===== src/rtl/tx_word_framer_pkg.sv =====
// tx_word_framer_pkg: shared FSM states, default words and the slip-width helper.
package tx_word_framer_pkg;
  typedef enum logic {TRAIN, DATA} state_e;
  localparam logic [7:0] TRAIN_PATTERN_DEF = 8'h0F;
  localparam logic [7:0] IDLE_WORD_DEF = 8'h00;
  function automatic int slip_w(input int w);
    return (w > 1) ? $clog2(w) : 1;
  endfunction
endpackage


===== src/rtl/tx_word_framer_if.sv =====
// tx_word_framer_if: user word stream into the framer.
interface tx_word_framer_if #(parameter int DIN_WIDTH = 8);
  logic [DIN_WIDTH-1:0] s_data;
  logic s_valid;
  logic s_ready;
  modport master (output s_data, output s_valid, input s_ready);
  modport slave (input s_data, input s_valid, output s_ready);
endinterface


===== src/rtl/tx_word_framer_slip_inject.sv =====
// tx_slip_inject: two-word history and bit-offset mux producing the registered output word.
module tx_slip_inject
  import tx_word_framer_pkg::*;
#(
  parameter int DIN_WIDTH = 8
) (
  input  logic                           clk,
  input  logic                           rst_n,
  input  logic [DIN_WIDTH-1:0]           word,
  input  logic [slip_w(DIN_WIDTH)-1:0]   slip_count,
  input  logic                           slip_load,
  output logic [DIN_WIDTH-1:0]           dout,
  output logic                           dout_valid
);
  localparam int SW = slip_w(DIN_WIDTH);
  logic [DIN_WIDTH-1:0] cur, prev;
  logic [SW-1:0] slip_r;
  logic fill;
  logic [2*DIN_WIDTH-1:0] pair;
  logic [SW:0] sh;
  assign pair = {cur, prev};
  // slip k pushes the newest word up by k bits; its top k bits spill into the next word
  assign sh = (SW+1)'(DIN_WIDTH) - {1'b0, slip_r};
  always_ff @(posedge clk or negedge rst_n) begin
    if (!rst_n) begin
      cur <= '0;
      prev <= '0;
      slip_r <= '0;
      fill <= 1'b0;
      dout <= '0;
      dout_valid <= 1'b0;
    end else begin
      cur <= word;
      prev <= cur;
      fill <= 1'b1;
      dout_valid <= fill;
      dout <= pair[sh +: DIN_WIDTH];
      if (slip_load) slip_r <= slip_count;
    end
  end
endmodule


===== src/rtl/tx_word_framer.sv =====
// tx_word_framer: training/data word source with idle fill and bit-offset injection.
module tx_word_framer
  import tx_word_framer_pkg::*;
#(
  parameter int                   DIN_WIDTH      = 8,
  parameter logic [DIN_WIDTH-1:0] TRAIN_PATTERN  = DIN_WIDTH'(TRAIN_PATTERN_DEF),
  parameter int                   TRAIN_WORDS    = 64,
  parameter logic [DIN_WIDTH-1:0] IDLE_WORD      = DIN_WIDTH'(IDLE_WORD_DEF),
  parameter int                   UNDERRUN_WIDTH = 16
) (
  input  logic                          clk,
  input  logic                          rst_n,
  tx_word_framer_if.slave               src,
  input  logic                          train_req,
  input  logic [slip_w(DIN_WIDTH)-1:0]  slip_count,
  input  logic                          slip_load,
  output logic [DIN_WIDTH-1:0]          dout,
  output logic                          dout_valid,
  output logic                          training,
  output logic [UNDERRUN_WIDTH-1:0]     underrun_cnt
);
  localparam int CW = slip_w(TRAIN_WORDS);
  localparam logic [CW-1:0] LAST = CW'(TRAIN_WORDS - 1);
  state_e state, state_nx;
  logic [CW-1:0] cnt, cnt_nx;
  logic [UNDERRUN_WIDTH-1:0] under_nx;
  logic [DIN_WIDTH-1:0] word;
  assign src.s_ready = (state == DATA) && !train_req;
  assign training = (state == TRAIN);
  always_comb begin
    state_nx = state;
    cnt_nx = cnt;
    under_nx = underrun_cnt;
    word = TRAIN_PATTERN;
    if (state == TRAIN) begin
      cnt_nx = (cnt == LAST) ? cnt : cnt + 1'b1;
      state_nx = (cnt == LAST && !train_req) ? DATA : TRAIN;
    end else if (train_req) begin
      word = IDLE_WORD;
      state_nx = TRAIN;
      cnt_nx = '0;
    end else if (src.s_valid) begin
      word = src.s_data;
    end else begin
      word = IDLE_WORD;
      under_nx = (&underrun_cnt) ? underrun_cnt : underrun_cnt + 1'b1;
    end
  end
  always_ff @(posedge clk or negedge rst_n) begin
    if (!rst_n) begin
      state <= TRAIN;
      cnt <= '0;
      underrun_cnt <= '0;
    end else begin
      state <= state_nx;
      cnt <= cnt_nx;
      underrun_cnt <= under_nx;
    end
  end
  tx_slip_inject #(.DIN_WIDTH(DIN_WIDTH)) u_slip (
    .clk        (clk),
    .rst_n      (rst_n),
    .word       (word),
    .slip_count (slip_count),
    .slip_load  (slip_load),
    .dout       (dout),
    .dout_valid (dout_valid)
  );
endmodule


===== src/flat_wrapper.sv =====
// flat-port wrapper written by rule: the top's interface ports become plain ports
module tx_word_framer_flat import tx_word_framer_pkg::*;
#(
  parameter int                   DIN_WIDTH      = 8,
  parameter logic [DIN_WIDTH-1:0] TRAIN_PATTERN  = DIN_WIDTH'(TRAIN_PATTERN_DEF),
  parameter int                   TRAIN_WORDS    = 64,
  parameter logic [DIN_WIDTH-1:0] IDLE_WORD      = DIN_WIDTH'(IDLE_WORD_DEF),
  parameter int                   UNDERRUN_WIDTH = 16
)
  (clk, rst_n, train_req, slip_count, slip_load, dout, dout_valid, training, underrun_cnt, src_s_data, src_s_valid, src_s_ready);
  tx_word_framer_if #(.DIN_WIDTH(DIN_WIDTH)) src_i ();
  input  logic clk;
  input  logic rst_n;
  input  logic train_req;
  input  logic [slip_w(DIN_WIDTH)-1:0] slip_count;
  input  logic slip_load;
  output logic [DIN_WIDTH-1:0] dout;
  output logic dout_valid;
  output logic training;
  output logic [UNDERRUN_WIDTH-1:0] underrun_cnt;
  input wire logic [$bits(src_i.s_data)-1:0] src_s_data;
  input wire logic [$bits(src_i.s_valid)-1:0] src_s_valid;
  output wire logic [$bits(src_i.s_ready)-1:0] src_s_ready;
  assign src_i.s_data = src_s_data;
  assign src_i.s_valid = src_s_valid;
  assign src_s_ready = src_i.s_ready;
  tx_word_framer #(.DIN_WIDTH(DIN_WIDTH), .TRAIN_PATTERN(TRAIN_PATTERN), .TRAIN_WORDS(TRAIN_WORDS), .IDLE_WORD(IDLE_WORD), .UNDERRUN_WIDTH(UNDERRUN_WIDTH)) u_core (.clk(clk), .rst_n(rst_n), .src(src_i), .train_req(train_req), .slip_count(slip_count), .slip_load(slip_load), .dout(dout), .dout_valid(dout_valid), .training(training), .underrun_cnt(underrun_cnt));
endmodule

===== config.mk =====
export PLATFORM = sky130hd
export DESIGN_NAME = tx_word_framer_flat
export DESIGN_NICKNAME = d
export VERILOG_FILES = /design/src/rtl/tx_word_framer_pkg.sv /design/src/rtl/tx_word_framer_if.sv /design/src/rtl/tx_word_framer_slip_inject.sv /design/src/rtl/tx_word_framer.sv /design/src/flat_wrapper.sv
export SDC_FILE = /design/constraint.sdc
export NUM_CORES = 1
export LEC_CHECK = 0
export CAP_MARGIN = 5
export CORE_ASPECT_RATIO = 0.6
export CORE_MARGIN = 5
export CORE_UTILIZATION = 52
export DETAILED_ROUTE_END_ITERATION = 8
export PLACE_DENSITY = 0.77
export SETUP_SLACK_MARGIN = 0.02
export SKIP_LAST_GASP = 1
export SYNTH_ARGS = -nofsm -noshare
export SYNTH_HDL_FRONTEND = slang
export SYNTH_SLANG_ARGS = --single-unit

===== constraint.sdc =====
create_clock -name clk -period 5.7 [get_ports clk]
set_input_delay 1.71 -clock clk [delete_from_list [all_inputs] [get_ports clk]]
set_output_delay 1.71 -clock clk [all_outputs]
set_load 0.02 [all_outputs]

==> flow_metrics.env <==
export IMPL_maxCapViolCount=0
export IMPL_ff_latch_area_mm2=0.00130
export IMPL_cp_data_required_time_ns=3.99
export IMPL_rr_endpoint="u_core.u_slip.dout[7]$_DFF_PN0_"
export IMPL_slew_headroom_pct=37.5
export IMPL_synth_flop_cell="dfrtp_1"
export IMPL_grt_busiest_layer="met1"
export IMPL_multi_input_area_mm2=0.00126
export IMPL_syn_avg_cell_area_um2=11.7
export IMPL_vdd_drop_max_uv=198
export IMPL_yosysSeqAreaShare_pct=49.4
export IMPL_synth_largest_area_cell="dfrtp_1"
export IMPL_drtAntennaViolNets=0
export IMPL_setup_tns_ns=0
export IMPL_holdCritStartpoint="u_core.u_slip.fill$_DFF_PN0_"
export IMPL_antennaDiodeCount=0
export IMPL_syn_inst=226
export IMPL_fin_crit_ns=4.85
export IMPL_synth_top_area_share_pct=49.4
export IMPL_slowest_delay_ns=0.63
export IMPL_ys_ff_latch=52
export IMPL_die_area_mm2=0.00663
export IMPL_vias_per_cell=5.76
export IMPL_gr_usage_met2_pct=21.9
export IMPL_dp_slack_ns=0.871
export IMPL_core_mm2=0.00498
export IMPL_gr_total_overflow=0
export IMPL_period_share_pct=85.0
export IMPL_fin_ws_ns=0.854
export IMPL_place_hpwl_um=3850
export IMPL_worstMarginPinSlew_ns=0.934
export IMPL_r2r_setup_slack_ns=2.65
export IMPL_async_flop_share_pct=100
export IMPL_gp_congestion=0.848
export IMPL_finalClockSkew_ns=0.00523
export IMPL_die_height_um=65.1
export IMPL_critPathArrivalTime_ns=3.14
export IMPL_n_fill_cell=394
export IMPL_cts_root_buf="clkbuf_8"
export IMPL_postCtsHoldBufs=0
export IMPL_drv_slew=0
export IMPL_netlist_area_mm2=0.00263
export IMPL_synth_cell_type_count=43
export IMPL_cts_buffers=5
export IMPL_path_clk_slew_ns=0.09
export IMPL_drt_first_pass_iters=4
export IMPL_clkLatencyLatePin_ns=0.30
export IMPL_holdPathStages=0
export IMPL_cts_max_level=2
export IMPL_cts_setup_buffers=0
export IMPL_syn_num_nets=245
export IMPL_grtUsageMet3_pct=4.56
export IMPL_powerDensity_mw_per_mm2=332
export IMPL_start_util_pct=52.9
export IMPL_clockBufferDepth=2
export IMPL_crit_chain="clkdlybuf4s50_1 -> nor2_1 -> clkdlybuf4s50_1"
export IMPL_cp_end_kind="output pin"
export IMPL_status="complete, no violations"
export IMPL_cp_slowest_cell="clkdlybuf4s50_1"
export IMPL_synth_commonest_cells="dfrtp_1 (52), nand2_1 (19), mux2i_1 (13), nor2_1 (13), xor2_1 (10)"
export IMPL_yosys_warnings=0
export IMPL_nNetsFinal=285
export IMPL_grt_use_met1_pct=29.0
export IMPL_max_freq_ghz=0.206
export IMPL_grt_use_total_pct=17.3
export IMPL_cts_resized=0
export IMPL_post_route_drc_count=0
export IMPL_clock_sinks=52
export IMPL_yosysMostFrequentCell="dfrtp_1"
export IMPL_grt_max_degree=53
export IMPL_synth_edf_count=0
export IMPL_row_count=20
export IMPL_antenna_found_initial=0
export IMPL_vias=1918
export IMPL_drt_iter0_markers=174
export IMPL_cp_common_cell="clkdlybuf4s50_1"
export IMPL_synth_area_leaders="dfrtp_1 (49%), mux4_2 (7.7%), mux2i_1 (4.9%)"
export IMPL_start_kind="input port"
export IMPL_drive_gt1_share_pct=11.2
export IMPL_rsz0062_at_grt="false"
export IMPL_setup_viol_count_final=0
export IMPL_cts_tree="done"
export IMPL_r2r_start="u_core.u_slip.slip_r[0]$_DFFE_PN0P_"
export IMPL_die_width_um=102
export IMPL_hold_viol=0
export IMPL_p_leak_nw=1.36
export IMPL_wirelength_um=5230
export IMPL_grt_pass1_wl_um=9030
export IMPL_reg2regPathDepth=6
export IMPL_io_pin_count=43
export IMPL_grt_pass1_vias=1771
export IMPL_min_to="u_core.u_slip.dout_valid$_DFF_PN0_"
export IMPL_port_buffer_count=42
export IMPL_syn2layout_area_growth_pct=21.9
export IMPL_cp_max_fo=9
export IMPL_hold_path_class="reg2reg"
export IMPL_critPathKind="in2out"
export IMPL_wl_per_cell_um=15.7
## worst max path at each step
stage	from	end	cells after the start	slack (ns)
after floorplan	train_req	src_s_ready	2	1.81
after global routing	train_req	src_s_ready	3	0.77
final	train_req	src_s_ready	3	0.85
after global placement	train_req	src_s_ready	3	0.89
after CTS	train_req	src_s_ready	3	0.86
after detailed placement	train_req	src_s_ready	3	0.87
## metrics by stage
step	util (%)	cell area [um2]	power [W]	hold slack [ns]	std cells
2_1_floorplan	-	2630	0.000687	0.331	226
3_3_place_gp	61.9	3080	0.000783	0.331	325
3_5_place_dp	61.9	3080	0.000796	0.336	325
4_1_cts	64.4	3210	0.00107	0.357	333
5_1_grt	64.4	3210	0.00113	0.379	333
6_report	64.4	3210	0.00106	0.358	333
## area by class of cell
class / instances / area share (%)
timing repair buffer: 43 / 13.2
sequential: 52 / 40.5
inverter: 5 / 0.585
clock inverter: 1 / 0.936
multi-input combinational: 159 / 39.2
clock buffer: 7 / 3.00
tap: 66 / 2.57
## flip-flops by register name, indices dropped and copies added, names as in the netlist
register	cells
u_core.state	1
u_core.u_slip.dout	8
u_core.u_slip.slip_r	3
u_core.u_slip.fill	1
u_core.u_slip.dout_valid	1
u_core.cnt	6
u_core.underrun_cnt	16
u_core.u_slip.cur	8
u_core.u_slip.prev	8
## placed cells by master, fill, tap and decap left out, drive strengths merged, types with 2 or more instances in the layout
cell type       n
ha              3
and3            9
nand3           7
clkdlybuf4s50  41
nor4b           2
a31oi           6
inv             5
nor2b           3
dfrtp          52
xnor2           6
a211oi          4
nand2          19
nor3            8
clkbuf          7
xor2           10
buf             2
nor4            3
or3             2
a221oi          7
nand4           6
mux2            3
mux2i          13
o22ai           3
o21ai           5
o31ai           2
a21oi           8
nor2           13
mux4            9
## kinds of logic after synthesis
family	after synthesis	synth area share (%)
multiplexers	25	14.1
XOR/XNOR	16	5.32
adder cells (fa/ha/maj)	3	1.43
flip-flops	52	49.4
other	1	0.142
buffers and inverters	15	2.85
AND/OR/NAND/NOR	77	16.8
AO/OA/AOI/OAI	37	9.98
## report_power, final
group | total [W] | leakage [nW] | internal [W] | switching (W)
combinational | 0.000300 | 0.663 | 0.000151 | 0.000149
sequential | 0.000490 | 0.635 | 0.000425 | 0.0000642
clock | 0.000275 | 0.0645 | 0.000155 | 0.000120
## layer usage
layer  part of all wire (%)  routed length (um)
met5                      0                   0
met4                    1.1                  57
met3                    6.4                 333
met2                     40                2090
met1                     53                2750
## worst max-delay path, delay by kind of cell
family                 cells  cell delay, ns
buffers and inverters      2            1.21
and+or+nand+nor            1            0.21
Power figures use the tool's default switching activity.
